--- config.mk ---
export PLATFORM = sky130hd
export DESIGN_NAME = alu_multicycle
export DESIGN_NICKNAME = d
export VERILOG_FILES = /design/src/rtl/alu_multicycle.sv
export SDC_FILE = /design/constraint.sdc
export NUM_CORES = 2
export LEC_CHECK = 0
export ABC_AREA = 1
export BUFFER_PORTS_ARGS = -buffer_cell sky130_fd_sc_hd__buf_2
export CORE_MARGIN = 2
export CORE_UTILIZATION = 40
export DETAILED_ROUTE_END_ITERATION = 7
export PLACE_DENSITY_LB_ADDON = 0.08
export SLEW_MARGIN = 20
export SYNTH_ARGS = -nofsm -noshare
export SYNTH_HDL_FRONTEND = slang
export SYNTH_SLANG_ARGS = --single-unit
--- constraint.sdc ---
create_clock -name clock -period 6.4 [get_ports clock]
set_clock_uncertainty 0.1 [all_clocks]
set_input_delay 0.64 -clock clock [delete_from_list [all_inputs] [get_ports clock]]
set_output_delay 0.64 -clock clock [all_outputs]
set_load 0.1 [all_outputs]
--- src/rtl/alu_multicycle.sv ---
// alu_multicycle: registered ALU with a one-cycle path for simple ops and a
// fixed WIDTH-cycle iterative path for MUL/MULH/DIV/REM.
//
// Handshake semantics: a request is accepted on a rising edge where
// in_valid & in_ready are both 1 (in_ready is 1 only in IDLE); a response
// completes on a rising edge where out_valid & out_ready are both 1
// (out_valid is 1 only in DONE). Request inputs are ignored while in_ready
// is 0, and result/flags hold until the response handshake completes.
module alu_multicycle #(
   parameter int WIDTH = 32
) (
   input  logic             clock,
   input  logic             reset,
   input  logic [3:0]       alu_op,
   input  logic [WIDTH-1:0] operand_a,
   input  logic [WIDTH-1:0] operand_b,
   input  logic             in_valid,
   output logic             in_ready,
   output logic             out_valid,
   input  logic             out_ready,
   output logic [WIDTH-1:0] result,
   output logic             result_zero,
   output logic             result_negative,
   output logic             result_carry,
   output logic             result_overflow,
   output logic [1:0]       state_dbg
);

   localparam int SHW  = $clog2(WIDTH);
   localparam int CNTW = $clog2(WIDTH) + 1;

   localparam logic [3:0] OP_ADD  = 4'd0;
   localparam logic [3:0] OP_SUB  = 4'd1;
   localparam logic [3:0] OP_AND  = 4'd2;
   localparam logic [3:0] OP_OR   = 4'd3;
   localparam logic [3:0] OP_XOR  = 4'd4;
   localparam logic [3:0] OP_SLL  = 4'd5;
   localparam logic [3:0] OP_SRL  = 4'd6;
   localparam logic [3:0] OP_SRA  = 4'd7;
   localparam logic [3:0] OP_SLT  = 4'd8;
   localparam logic [3:0] OP_SLTU = 4'd9;
   localparam logic [3:0] OP_MUL  = 4'd10;
   localparam logic [3:0] OP_MULH = 4'd11;
   localparam logic [3:0] OP_DIV  = 4'd12;
   localparam logic [3:0] OP_REM  = 4'd13;

   typedef enum logic [1:0] {
      IDLE = 2'd0,
      BUSY = 2'd1,
      DONE = 2'd2
   } state_t;

   state_t            state;
   logic [CNTW-1:0]   count;
   logic [3:0]        op_q;
   logic [WIDTH-1:0]  a_q, b_q;
   // MUL: {acc_hi, acc_lo} is the partial product with the multiplier
   // shifting out of acc_lo. DIV/REM: acc_hi is the partial remainder and
   // acc_lo shifts the dividend out while the quotient shifts in.
   logic [WIDTH-1:0]  acc_hi, acc_lo;

   logic [WIDTH:0]    add_sum;
   logic [WIDTH-1:0]  sub_diff;
   logic [SHW-1:0]    shamt;
   logic [WIDTH-1:0]  alu_res;
   logic              alu_carry, alu_ovf;
   logic              is_multi, is_mul_in;
   logic [WIDTH-1:0]  mag_a_in, mag_b_in;

   logic [WIDTH-1:0]   mag_a_q, mag_b_q;
   logic [WIDTH:0]     mul_sum, div_trial, div_diff;
   logic [WIDTH-1:0]   step_hi, step_lo;
   logic [2*WIDTH-1:0] prod, prod_signed;
   logic [WIDTH-1:0]   quo_signed, rem_signed, iter_res;
   logic               is_mul_q;

   assign state_dbg = state;

   // Single-cycle ALU on the live request inputs, plus operand magnitudes for the iterative path
   always_comb begin
      add_sum   = {1'b0, operand_a} + {1'b0, operand_b};
      sub_diff  = operand_a - operand_b;
      shamt     = operand_b[SHW-1:0];
      alu_res   = add_sum[WIDTH-1:0];
      alu_carry = 1'b0;
      alu_ovf   = 1'b0;
      case (alu_op)
         OP_SUB: begin
            alu_res   = sub_diff;
            alu_carry = (operand_a >= operand_b);
            alu_ovf   = (operand_a[WIDTH-1] != operand_b[WIDTH-1]) &&
                        (sub_diff[WIDTH-1] != operand_a[WIDTH-1]);
         end
         OP_AND:  alu_res = operand_a & operand_b;
         OP_OR:   alu_res = operand_a | operand_b;
         OP_XOR:  alu_res = operand_a ^ operand_b;
         OP_SLL:  alu_res = operand_a << shamt;
         OP_SRL:  alu_res = operand_a >> shamt;
         OP_SRA:  alu_res = $signed(operand_a) >>> shamt;
         OP_SLT:  alu_res = {{(WIDTH-1){1'b0}}, $signed(operand_a) < $signed(operand_b)};
         OP_SLTU: alu_res = {{(WIDTH-1){1'b0}}, operand_a < operand_b};
         default: begin
            // ADD, and codes 14/15 which alias ADD
            alu_carry = add_sum[WIDTH];
            alu_ovf   = (operand_a[WIDTH-1] == operand_b[WIDTH-1]) &&
                        (add_sum[WIDTH-1] != operand_a[WIDTH-1]);
         end
      endcase
      is_multi  = (alu_op >= OP_MUL) && (alu_op <= OP_REM);
      is_mul_in = (alu_op == OP_MUL) || (alu_op == OP_MULH);
      mag_a_in  = operand_a[WIDTH-1] ? -operand_a : operand_a;
      mag_b_in  = operand_b[WIDTH-1] ? -operand_b : operand_b;
   end

   // One shift-add / restoring-divide step on unsigned magnitudes, then sign fix-up of the final step
   always_comb begin
      is_mul_q  = (op_q == OP_MUL) || (op_q == OP_MULH);
      mag_a_q   = a_q[WIDTH-1] ? -a_q : a_q;
      mag_b_q   = b_q[WIDTH-1] ? -b_q : b_q;
      mul_sum   = {1'b0, acc_hi} + (acc_lo[0] ? {1'b0, mag_a_q} : {(WIDTH+1){1'b0}});
      div_trial = {acc_hi, acc_lo[WIDTH-1]};
      div_diff  = div_trial - {1'b0, mag_b_q};
      if (is_mul_q) begin
         step_hi = mul_sum[WIDTH:1];
         step_lo = {mul_sum[0], acc_lo[WIDTH-1:1]};
      end else if (!div_diff[WIDTH]) begin
         step_hi = div_diff[WIDTH-1:0];
         step_lo = {acc_lo[WIDTH-2:0], 1'b1};
      end else begin
         step_hi = div_trial[WIDTH-1:0];
         step_lo = {acc_lo[WIDTH-2:0], 1'b0};
      end
      prod        = {step_hi, step_lo};
      prod_signed = (a_q[WIDTH-1] ^ b_q[WIDTH-1]) ? -prod : prod;
      // most-negative / -1 falls out naturally: magnitude quotient 2^(WIDTH-1), remainder 0
      quo_signed  = (a_q[WIDTH-1] ^ b_q[WIDTH-1]) ? -step_lo : step_lo;
      rem_signed  = a_q[WIDTH-1] ? -step_hi : step_hi;
      case (op_q)
         OP_MUL:  iter_res = prod_signed[WIDTH-1:0];
         OP_MULH: iter_res = prod_signed[2*WIDTH-1:WIDTH];
         OP_DIV:  iter_res = (b_q == '0) ? {WIDTH{1'b1}} : quo_signed;
         default: iter_res = (b_q == '0) ? a_q : rem_signed;
      endcase
   end

   // Control FSM, operand capture, iteration registers and registered result/flags
   always_ff @(posedge clock) begin
      if (reset) begin
         state           <= IDLE;
         in_ready        <= 1'b1;
         out_valid       <= 1'b0;
         count           <= '0;
         op_q            <= '0;
         a_q             <= '0;
         b_q             <= '0;
         acc_hi          <= '0;
         acc_lo          <= '0;
         result          <= '0;
         result_zero     <= 1'b0;
         result_negative <= 1'b0;
         result_carry    <= 1'b0;
         result_overflow <= 1'b0;
      end else begin
         case (state)
            IDLE: begin
               if (in_valid && in_ready) begin
                  op_q     <= alu_op;
                  a_q      <= operand_a;
                  b_q      <= operand_b;
                  in_ready <= 1'b0;
                  if (is_multi) begin
                     state  <= BUSY;
                     count  <= CNTW'(WIDTH);
                     acc_hi <= '0;
                     acc_lo <= is_mul_in ? mag_b_in : mag_a_in;
                  end else begin
                     state           <= DONE;
                     out_valid       <= 1'b1;
                     result          <= alu_res;
                     result_zero     <= (alu_res == '0);
                     result_negative <= alu_res[WIDTH-1];
                     result_carry    <= alu_carry;
                     result_overflow <= alu_ovf;
                  end
               end
            end
            BUSY: begin
               acc_hi <= step_hi;
               acc_lo <= step_lo;
               count  <= count - CNTW'(1);
               if (count == CNTW'(1)) begin
                  state           <= DONE;
                  out_valid       <= 1'b1;
                  result          <= iter_res;
                  result_zero     <= (iter_res == '0);
                  result_negative <= iter_res[WIDTH-1];
                  result_carry    <= 1'b0;
                  result_overflow <= 1'b0;
               end
            end
            DONE: begin
               if (out_ready) begin
                  state     <= IDLE;
                  out_valid <= 1'b0;
                  in_ready  <= 1'b1;
               end
            end
            default: begin
               state     <= IDLE;
               out_valid <= 1'b0;
               in_ready  <= 1'b1;
            end
         endcase
      end
   end

endmodule

==> results.toml <==
[status]
status = "completed"

[layout]
drive_gt1_share_pct = 13.63
fill_cells = 8006
area_delta_synth_final_pct = 15.73
final_nets = 5689

[setup_path]
required_ps = 6700
reg2reg_slack_ps = 70
worstSetupStartpointType = "register"
crit_slowest_cell = "dfxtp_2"
cp_max_fo = 4
r2r-start = "b_q[2]"
end_kind = "register"
cp_slowest_stage_delay_ps = 330
reg2reg_to = "result_zero"
crit_start = "b_q[2]"
crit_type = "register to register"
arrival_ps = 6630
reg2reg_depth = 47

[route]
vias = 37200
via_per_inst = 5.814
drtIter0Drc = 4178
drt-total-wl_mm = 155.3
drc = 0
drtAntennaViolNets = 0
firstDrtPassIters = 6
wl_per_cell_um = 24.27

[die]
ios = 112
die-area_um2 = 73120
start_util_pct = 40.47
die_width_um = 270.4
placementRows = 97
core_area_um2 = 70150
die-height_um = 270.4

[power_and_ir_drop]
power.leakage_nw = 16.60
power_mw = 7.395
power_density_nw_per_um2 = 225.0
ir_drop_v = 0.0002243

[min_path]
min-delay-start = "out_ready"
hold_path_end = "state_dbg[1]"
hp-class = "input port to register"
hold_path_depth = 3

[sta]
finalSetupViolCount = 0
fin_crit_ps = 6326
fin_crit_sh_pct = 98.84
slew_violations = 0
fmax_mhz = 158.1
finalHoldViolCount = 0
slew_headroom_pct = 21.24
fin_hold_ws_ps = 324.2
setup_tns_ps = 0
worst_pin_slew_ps = 1169
rsz0062_at_grt = "true"

[place]
dp_hpwl_mm = 127.6
gp_congestion = 1.092
port_buffers = 111

[clocking]
root_buffer = "clkbuf_16"
clk_latency_ps = 510
cts_tree = "done"
htree_levels = 4
clkSlewWorstSetupHoldPaths_ps = 100
clockBufferDepth = 2
cts-buffers-inserted = 17
clock_sinks = 177

[global_route]
grt_use_total_pct = 40.89
grt-ovfl-total = 0
grt_pass1_wl_mm = 223.4
grt_max_degree = 105
antenna_found_initial = 2
grt_pass1_vias = 34040

[synth]
ys_warn_count = 0
ys_seq_area_share_pct = 12.48
async_reset_ff_share_pct = 0
synth-edff-count = 0
synth_seq_cells = 177
netlist_instances = 5235
post_synth_instance_area_um2 = 28390
ys_types = 74
ys.flop_type = "dfxtp_1"
syn_avg_cell_area_um2 = 5.423
synth_nets = 5480

[run]
maxCapViolations = 0
[power by group]
group,switching [mW],internal [mW],leakage (nW)
registers,0.196,1.25,1.45
logic,3.31,1.44,14.8
clock network,0.642,0.548,0.309
[timing repair]
action / in CTS / in global routing
hold buffers: 0 / 0
setup buffers: 1 / 19
endpoints found under the setup margin: 25 / 33
pin swaps: 5 / 52
resized for setup: 10 / 165
[synthesized netlist by cell type (12+ instances only)]
cell type | n | area share (%)
a2111oi_0 | 13 | 0.40
a21oi_1 | 496 | 8.7
a221oi_1 | 15 | 0.46
a31oi_1 | 45 | 0.99
buf_1 | 37 | 0.49
buf_2 | 15 | 0.26
clkbuf_1 | 167 | 2.2
dfxtp_1 | 177 | 12
ha_1 | 169 | 7.4
inv_1 | 630 | 8.3
inv_2 | 18 | 0.24
nand2_1 | 1448 | 19
nand2_2 | 41 | 0.90
nand3_1 | 365 | 6.4
nand3b_1 | 24 | 0.63
nand4_1 | 62 | 1.4
nor2_1 | 480 | 6.3
nor2_2 | 20 | 0.44
nor3_1 | 92 | 1.6
nor4_1 | 19 | 0.42
o2111ai_1 | 16 | 0.49
o211ai_1 | 36 | 0.95
o21a_1 | 12 | 0.32
o21ai_0 | 468 | 8.2
o21ai_1 | 31 | 0.55
o22ai_1 | 36 | 0.79
o31ai_1 | 12 | 0.32
or2_2 | 35 | 0.77
xnor2_1 | 22 | 0.68
xor2_1 | 59 | 1.8
[logic make-up (layout without fill, tap and decap cells)]
family,Yosys count,after routing,share of synthesized area (%)
and+or+nand+nor,2649,2649,40.34
AOI/OAI and AO/OA,1260,1260,24.62
buffers and inverters,886,1108,12.02
DFF,177,177,12.48
adders and majority gates,173,173,7.730
xor gates and xnor gates,81,81,2.499
muxes,9,9,0.3173
other,0,1,0
[stage by stage]
| step | setup slack (ps) | utilization [%] | instances | cell area, um2 |
|---|---|---|---|---|
| 2_1_floorplan | 340.3 | - | 5235 | 28390 |
| 3_3_place_gp | -179.3 | 44.75 | 6346 | 31390 |
| 3_5_place_dp | -297.1 | 44.75 | 6346 | 31390 |
| 4_1_cts | 14.52 | 45.73 | 6379 | 32080 |
| 5_1_grt | -389.1 | 46.84 | 6397 | 32860 |
| 6_report | 74.28 | 46.84 | 6398 | 32860 |
[sequential cells by signal (all words and copies together) (netlist names)]
register	flops
a_q	32
acc_hi	32
acc_lo	32
b_q	32
result	32
count	6
op_q	4
state_dbg	2
in_ready	1
out_valid	1
result_carry	1
result_overflow	1
result_zero	1
[placed cells by master (no fill, tap or decap), types with 16 or more instances in the layout]
master | synthesis | layout
nand2_1 | 1448 | 1410
o211ai_1 | 36 | 36
nand4_1 | 62 | 62
clkbuf_16 | 0 | 17
o2111ai_1 | 16 | 16
nand3b_1 | 24 | 24
o22ai_1 | 36 | 36
inv_1 | 630 | 625
buf_4 | 2 | 300
or2_2 | 35 | 35
nor3_2 | 7 | 16
ha_1 | 169 | 164
dfxtp_1 | 177 | 175
buf_2 | 15 | 110
nor2_1 | 480 | 457
nand2_2 | 41 | 68
a21oi_1 | 496 | 491
nand3_1 | 365 | 345
nor4_1 | 19 | 19
inv_2 | 18 | 23
nor3_1 | 92 | 81
nand3_2 | 11 | 29
xor2_1 | 59 | 58
o21ai_0 | 468 | 452
xnor2_1 | 22 | 21
a31oi_1 | 45 | 44
o21ai_1 | 31 | 41
nor2_2 | 20 | 35
[area by class of cell]
type | count | area, um2 | area share [%]
Sequential cell | 177 | 3546 | 10.79
Clock buffer | 17 | 425.4 | 1.295
Timing Repair Buffer | 418 | 2910 | 8.857
Antenna cell | 1 | 2.502 | 0.007616
Tap cell | 940 | 1176 | 3.579
Multi-Input combinational cell | 4172 | 22100 | 67.27
Clock inverter | 15 | 220.2 | 0.6702
Inverter | 658 | 2474 | 7.528
[per-layer routing]
metal	up-vias	share of wire, %	track usage [%]
li1	17760	-	-
met1	17130	40	50.63
met2	1850	43	65.03
met3	448	7.2	4.676
met4	2	9.1	30.95
met5	-	0.0084	0
[worst max-delay path: cells and delay by family, from the launching register on]
kind,cells,cell delay (ps)
buffers and inverters,8,670
DFF,1,330
AOI/OAI and AO/OA,5,1030
adders and majority gates,2,500
and+or+nand+nor,31,3470
xor gates and xnor gates,1,150
[worst max-delay path by stage]
stage	endpoint	slack (ps)	cells past startpoint
floorplan	result_zero	340	50
global placement	result[17]	-180	43
detailed placement	result[17]	-300	40
CTS	result_zero	10	50
global route	result_zero	-390	48
finish	result_zero	70	47
Power figures use the tool's default switching activity.
